**src/rtl/det_seq_driver.sv**
```systemverilog
`default_nettype none
// ============================================================================
// Module   : det_seq_driver
// Purpose  : Sequencer for a serial run-length detector. Latches a parallel
//            test word, resets the detector, shifts the word in MSB-first
//            and collects hit statistics (count, first hit index), reporting
//            completion through a busy/done handshake.
// Option   : SEQ_DRV_RESTART_EN - when defined, start during CLR/SHIFT/DRAIN
//            aborts the current run and restarts with a freshly latched word.
// Revision : 1.0 - initial release
// ============================================================================
module det_seq_driver #(
    parameter int W  = 16,  // pattern length in bits (>= 4)
    parameter int CW = 5    // counter/index width, 2^CW > W
) (
    input  logic          clk,
    input  logic          reset,
    input  logic          start_i,
    input  logic [W-1:0]  pattern_i,
    input  logic          det_out_i,
    output logic          det_in_o,
    output logic          det_rst_o,
    output logic          busy_o,
    output logic          done_o,
    output logic [CW-1:0] hit_cnt_o,
    output logic [CW-1:0] first_hit_o,
    output logic          first_valid_o
);

    typedef enum logic [2:0] {
        S_IDLE  = 3'd0,
        S_CLR   = 3'd1,
        S_SHIFT = 3'd2,
        S_DRAIN = 3'd3,
        S_DONE  = 3'd4
    } state_t;

    state_t        state_q;
    logic [W-1:0]  shreg_q;
    logic [CW-1:0] bit_q;
    logic          det_in_q;
    logic          busy_q;
    logic          done_q;
    logic [CW-1:0] hit_cnt_q;
    logic [CW-1:0] first_hit_q;
    logic          first_valid_q;

    logic          samp_en_d;
    logic [CW-1:0] samp_idx_d;
    logic [CW-1:0] hit_cnt_d;
    logic [CW-1:0] first_hit_d;
    logic          first_valid_d;

    // Detector output lags det_in by one cycle: in SHIFT cycle i it describes
    // bit i-1, and DRAIN picks up the last bit. Cycle 0 sees a fresh detector.
    always_comb begin
        samp_en_d     = 1'b0;
        samp_idx_d    = bit_q - CW'(1);
        hit_cnt_d     = hit_cnt_q;
        first_hit_d   = first_hit_q;
        first_valid_d = first_valid_q;
        if (state_q == S_SHIFT && bit_q != '0) begin
            samp_en_d = 1'b1;
        end
        if (state_q == S_DRAIN) begin
            samp_en_d  = 1'b1;
            samp_idx_d = CW'(W - 1);
        end
        if (samp_en_d && det_out_i) begin
            if (hit_cnt_q != '1) begin
                hit_cnt_d = hit_cnt_q + CW'(1);
            end
            if (!first_valid_q) begin
                first_valid_d = 1'b1;
                first_hit_d   = samp_idx_d;
            end
        end
    end

    // Sequencer FSM with registered handshake, serial data and statistics
    always_ff @(posedge clk) begin
        if (reset) begin
            state_q       <= S_IDLE;
            shreg_q       <= '0;
            bit_q         <= '0;
            det_in_q      <= 1'b0;
            busy_q        <= 1'b0;
            done_q        <= 1'b0;
            hit_cnt_q     <= '0;
            first_hit_q   <= '0;
            first_valid_q <= 1'b0;
        end else begin
            hit_cnt_q     <= hit_cnt_d;
            first_hit_q   <= first_hit_d;
            first_valid_q <= first_valid_d;
            case (state_q)
                S_IDLE: begin
                    if (start_i) begin
                        shreg_q       <= pattern_i;
                        bit_q         <= '0;
                        det_in_q      <= 1'b0;
                        busy_q        <= 1'b1;
                        hit_cnt_q     <= '0;
                        first_hit_q   <= '0;
                        first_valid_q <= 1'b0;
                        state_q       <= S_CLR;
                    end
                end
                S_CLR: begin
                    // Present the MSB for SHIFT cycle 0
                    det_in_q <= shreg_q[W-1];
                    shreg_q  <= {shreg_q[W-2:0], 1'b0};
                    bit_q    <= '0;
                    state_q  <= S_SHIFT;
                end
                S_SHIFT: begin
                    if (bit_q == CW'(W - 1)) begin
                        det_in_q <= 1'b0;
                        state_q  <= S_DRAIN;
                    end else begin
                        det_in_q <= shreg_q[W-1];
                        shreg_q  <= {shreg_q[W-2:0], 1'b0};
                        bit_q    <= bit_q + CW'(1);
                    end
                end
                S_DRAIN: begin
                    det_in_q <= 1'b0;
                    busy_q   <= 1'b0;
                    done_q   <= 1'b1;
                    state_q  <= S_DONE;
                end
                S_DONE: begin
                    done_q  <= 1'b0;
                    state_q <= S_IDLE;
                end
                default: begin
                    state_q <= S_IDLE;
                end
            endcase
`ifdef SEQ_DRV_RESTART_EN
            // Abort an in-flight run and start over; no done for the old run
            if (start_i && (state_q == S_CLR || state_q == S_SHIFT ||
                            state_q == S_DRAIN)) begin
                shreg_q       <= pattern_i;
                bit_q         <= '0;
                det_in_q      <= 1'b0;
                busy_q        <= 1'b1;
                done_q        <= 1'b0;
                hit_cnt_q     <= '0;
                first_hit_q   <= '0;
                first_valid_q <= 1'b0;
                state_q       <= S_CLR;
            end
`endif
        end
    end

    assign det_in_o      = det_in_q;
    assign det_rst_o     = reset | (state_q == S_CLR);
    assign busy_o        = busy_q;
    assign done_o        = done_q;
    assign hit_cnt_o     = hit_cnt_q;
    assign first_hit_o   = first_hit_q;
    assign first_valid_o = first_valid_q;

endmodule
`default_nettype wire
```
**config.mk**
```make
export PLATFORM = sky130hd
export DESIGN_NAME = det_seq_driver
export DESIGN_NICKNAME = d
export VERILOG_FILES = /design/src/rtl/det_seq_driver.sv
export SDC_FILE = /design/constraint.sdc
export NUM_CORES = 1
export LEC_CHECK = 0
export ABC_AREA = 1
export CAP_MARGIN = 20
export CORE_UTILIZATION = 47
export DETAILED_ROUTE_END_ITERATION = 10
export PLACE_DENSITY_LB_ADDON = 0.15
export SYNTH_ARGS = -nofsm -noshare
export SYNTH_HDL_FRONTEND = slang
export SYNTH_SLANG_ARGS = --single-unit
```
**constraint.sdc**
```tcl
create_clock -name clk -period 1.4 [get_ports clk]
set_clock_uncertainty 0.1 [all_clocks]
set_input_delay 0.28 -clock clk [delete_from_list [all_inputs] [get_ports clk]]
set_output_delay 0.28 -clock clk [all_outputs]
set_load 0.05 [all_outputs]
```
=== Word level (Yosys, flattened, before mapping) ===
Index checks and enable logic that the tools add are counted.

* Add/sub/neg operators: 3
* Equality and inequality tests: 9
* Mux-type cells: 29
* Bitwise operators: 1
* Reduce and logical (&&, ||, !) cells: 12

{| class="wikitable"
|+ Operators with widths
! operator !! count
|-
| $mux 5 || 11
|-
| $pmux 16 s3 || 1
|-
| $mux 16 || 2
|-
| $pmux 5 s3 || 1
|-
| $pmux 3 s4 || 1
|-
| $add 5x1->5 const B || 2
|-
| $mux 1 || 8
|-
| $eq 3x2->1 const B || 2
|-
| $mux 3 || 2
|-
| $reduce_and 2->1 || 3
|-
| $eq 5x4->1 const B || 1
|-
| $ne 5x5->1 const B || 1
|-
| $reduce_bool 5->1 || 1
|-
| $sub 5x1->5 const B || 1
|-
| $ne 2x2->1 const B || 2
|-
| $pmux 1 s2 || 2
|-
| $pmux 1 s4 || 1
|-
| $reduce_bool 2->1 || 2
|-
| $reduce_bool 4->1 || 1
|-
| $eq 3x1->1 const B || 1
|-
| $eq 3x3->1 const B || 1
|-
| $logic_not 3->1 || 1
|-
| $reduce_and 3->1 || 1
|-
| $reduce_bool 3->1 || 1
|-
| 3 further kinds || 4
|}

* Register bits: 38
* Bits of input ports: 20
* Output and inout port bits: 15
* Logic and storage cells: 63

=== Depth between registers and ports, before layout ===
* Word-level depth: 8
* Mapped depth: 10
* Gate-level depth less buffers: 9

=== Worst setup path before layout ===
OpenSTA, ideal clock, no wires.

* Path type: register to register
* Start: register hit_cnt_q[0] (netlist: hit_cnt_o[0])
* End: register hit_cnt_q[1] (netlist: hit_cnt_o[1])
* Setup time: 113 ps
* Arrival time: 1402 ps
* Required time: 1187 ps
* Setup slack: -215 ps
* Cell stages (with the launch flop): 7
* Path buffers: 0
* Period minus slack after synthesis: 1615 ps
* Cells stage by stage: dfxtp_1 > ha_1 > nand4_1 > nand3_1 > nand2_1 > nand2_1 > nor2_1

* Cells in the longest elaborated chain, start to end: 5
* Elaborated cells between the ends (all ways): 6
* Classes of those cells: 1 x add/sub; 1 x eq/ne; 4 x mux

{| class="wikitable"
|+ Ends and longest elaborated chain
! element !! line !! source
|-
| start: declaration || 44 || <nowiki>logic [CW-1:0] hit_cnt_q;</nowiki>
|-
| start signal: assignment || 93 || <nowiki>hit_cnt_q <= hit_cnt_d;</nowiki>
|-
| $add 5x1->5 / $ne 5x5->1 (equally long branches) || 71, 70 ||
|-
| $mux 5 * || 70 || <nowiki>if (hit_cnt_q != '1) begin</nowiki>
|-
| $mux 5 * || 69 || <nowiki>if (samp_en_d && det_out_i) begin</nowiki>
|-
| $mux 5 || 98 || <nowiki>if (start_i) begin</nowiki>
|-
| $mux 5 * || 96 || <nowiki>case (state_q)</nowiki>
|}

Mark *: on every way between the ends. The rest lies on a longest branch, timed or not.
A chain may end at the register's enable or synchronous reset.

=== Worst setup path in the final report ===
* Start: register bit_q[1]
* End: register shreg_q[13]

* Cells in the longest elaborated chain, start to end: 3

{| class="wikitable"
|+ Ends and longest elaborated chain
! element !! line !! source
|-
| start: declaration || 40 || <nowiki>logic [CW-1:0] bit_q;</nowiki>
|-
| start signal: assignment || 123 || <nowiki>bit_q <= bit_q + CW'(1);</nowiki>
|-
| $eq 5x4->1 || 117 || <nowiki>if (bit_q == CW'(W - 1)) begin</nowiki>
|-
| $ne 2x2->1 (no line) || - ||
|-
| $reduce_and 3->1 (no line) || - ||
|-
| end signal: assignment || 99 || <nowiki>shreg_q <= pattern_i;</nowiki>
|-
| end signal: assignment || 112 || <nowiki>shreg_q <= {shreg_q[W-2:0], 1'b0};</nowiki>
|-
| end signal: assignment || 122 || <nowiki>shreg_q <= {shreg_q[W-2:0], 1'b0};</nowiki>
|-
| end: declaration || 39 || <nowiki>logic [W-1:0] shreg_q;</nowiki>
|}

Every way passes these cells.

==> results.md <==
* Status: finished, violations left
* Failing checks: negative setup slack
* Critical Path End Type: register
* PwrDens at 1156 mW/mm²
* Most frequent CP cell: ha_4
* Max H-tree Level at 2
* IR drop worst, VDD at 0.8702 mV
* WP data arrival at 1.87 ns
* CTS root buf: clkbuf_8
* Synth async-reset ratio at 0%
* Max-Cap Viols at 0
* Period utilization at 125.3%
* CP Depth at 9
* # diodes at 0
* YS warnings at 0
* Chip width at 65.86 µm
* Max Root-Sink Buffers at 2
* Drt pass-1 iters at 4
* Largest family of logic cells by synthesized area: simple AND/OR/NAND/NOR gates
* Post-route ant nets at 0
* Max Clk Rate at 0.5702 GHz
* Final core occ at 83.04%
* Setup_tns at -7.171 ns
* Seq/Total Area, Yosys at 39.69%
* Unrepaired setup endpoints after global routing: yes
* P&R area growth vs syn at 64.56%
* DIE HEIGHT at 65.86 µm
* Cell family with most CP delay: compound AO/OA/AOI/OAI gates
* Critical Path RT at 1.52 ns
* Synth Cell Area at 0.001917 mm²
* Vias/cell at 5.169
* Vias at 2135
* Simple-Gate Fraction of Synth Area at 37.99%
* Final hold slack at 0.3556 ns
* Reg clk slew, reported paths at 0.07 ns
* Top cell type's share of synthesized area at 39.69%
* Row count at 22
* Number of flops mapped to enable cells by yosys at 0
* First-pass GRT wire length at 8.556 mm
* DIE AREA at 0.004338 mm²
* Most common cell in the netlist: nand2_1
* Number of global-route vias before repair at 1991
* Core area at 0.003799 mm²
* Total track usage at 25.75%
* Nets at 389
* Starting density of the core at 50.46%
* Max-slew violation count at 0
* Num ports at 35
* Setup WS post-layout at -0.3537 ns
* Relative slew margins at 75.74%
* Initial antenna violation count at 0
* Peak per-stage delay on the critical path at 0.35 ns
* Synthesized-area fraction occupied by adder cells at 2.611%
* Leakage at 0.001410 µW
* Net Count, Synth at 313
* # DRC at 0
* Pre-CTS WS at -0.2194 ns
* DP HPWL at 3.130 mm
* Synth area leader: dfxtp_1
* CP max FO at 11
* Largest net degree at the start of global routing at 24
* Crit path time final at 1.754 ns
* CTS tree: yes
* Hold Vio Cnt, Final at 0
* Number of buffers created by CTS at 5
* Critical path, cell by cell: ha_4 > nand2_4 > nor2_4 > ha_4 > inv_4 > o211ai_4 > clkbuf_16 > nand2_1 > a21oi_1
* Slowest stage cell, crit path: dfxtp_2
* Routed WL per cell at 14.25 µm
* Total grt overflow at 0
* Final Wtd Congestion at 0.7962
* CTS sink count at 38
* Hold path cells at 2
* DR iter-0 viols at 174
* Post-synthesis compound-gate area fraction at 9.595%
* WP buf/inv at 2
* Total length of routed wires at 5.886 mm
* Min-Delay Path Class: register to register
* CP Class: register to register
* Post-synth cell types at 27
* Clock Latency Late Sink at 0.29 ns
* # setup viols final at 36
* Largest cells by area after synthesis: dfxtp_1 40%, nand2_1 23%, a21oi_1 7.3%
* Seq cells post-synth at 38
* Synth top cells by count: 120 x nand2_1, 38 x dfxtp_1, 28 x a21oi_1, 26 x inv_1, 24 x nor2_1
* Reg2Reg Depth at 9
* CP startpoint kind: register
* Mux share of post-synthesis cell area at 0%
* Synth Area per Inst at 6.633 µm²
* XOR/XNOR Fraction of Synth Area at 1.371%
* Synth Flop Type: dfxtp_1
* Input/output buffers at 34
* Slew @ Worst Pin at 0.3627 ns
* Share of cells above drive strength 1 at 33.97%
* Mapped Cells at 289
-- kinds of logic after synthesis --
family                   Yosys count
flip-flops                        38
adder cells (fa/ha/maj)            4
AND/OR/NAND/NOR                  172
buffers and inverters             38
XOR/XNOR                           3
AO/OA/AOI/OAI                     34
-- power by group --
group / switching [µW] / internal, µW / leakage (µW)
clock: 367 / 343 / 0.0000383
sequential: 112 / 1220 / 0.000315
combinational: 894 / 712 / 0.00106
-- worst reg2reg max path: cells and delay by family, from the launching register on --
family	cells	cell delay (ns)
fa+ha+maj	2	0.30
simple gates	3	0.22
compound gates	2	0.43
buf+inv	2	0.27
flops	1	0.35
-- flip-flops by register name (all words and copies together), names as in the netlist --
name and cells:
state_q 3, first_hit_o 5, done_o 1, hit_cnt_o 5
bit_q 5, first_valid_o 1, shreg_q 16, det_in_o 1
busy_o 1
-- final cells by class --
cell class / count / area, µm²
Clock buffer: 7 / 76.32
Fill cell: 215 / 644.4
Inverter: 30 / 128.9
Multi-Input combinational cell: 215 / 1257
Sequential cell: 38 / 778.2
Tap cell: 48 / 60.06
Timing Repair Buffer: 75 / 853.3
-- per-stage QoR --
stage / cells / power [µW] / area (µm²)
global placement: 393 / 2492 / 2679
floorplan: 289 / 2103 / 1952
detailed placement: 393 / 2524 / 2679
CTS: 406 / 3401 / 2943
global route: 413 / 3857 / 3154
finish: 413 / 3646 / 3154
-- what timing repair did --
item | CTS | global route
gates resized for setup | 33 | 36
hold buffers | 0 | 0
gates cloned | 2 | 2
pin swaps | 8 | 13
endpoints found under the setup margin | 35 | 35
setup buffers | 4 | 5
-- routing by layer --
layer,vias up,part of all wire [%],GRT usage (%)
li1,1058,-,-
met1,1015,41,29.83
met2,54,54,46.94
met3,8,4.1,5.862
met4,0,0.97,6.522
met5,-,0,0
-- final timing paths --
path,startpoint,end,slack [ns]
worst min-delay path,shreg_q[15]$_SDFFE_PP0P_,det_in_o$_SDFFE_PP0P_,0.36
worst max register to register,bit_q[1]$_SDFFE_PP0P_,shreg_q[13]$_SDFFE_PP0P_,-0.35
worst max-delay path,bit_q[1]$_SDFFE_PP0P_,shreg_q[13]$_SDFFE_PP0P_,-0.35
worst min register to register,shreg_q[15]$_SDFFE_PP0P_,det_in_o$_SDFFE_PP0P_,0.36
-- layout by cell type, fill, tap and decap left out, types with 3 or more instances in the layout --
master            n
nor2_4            3
buf_4            36
nand2_1          99
nand2_4          10
nand2_2          16
nand3_1           7
dfxtp_2           5
clkbuf_8          5
dfxtp_1          30
nor2_1           22
clkdlybuf4s50_1  19
inv_1            22
a21oi_1          26
inv_4             4
nand4_1           5
buf_12           16
dfxtp_4           3
ha_4              3
nand3_4           5
Note: power is estimated with default switching activity, not from simulation.
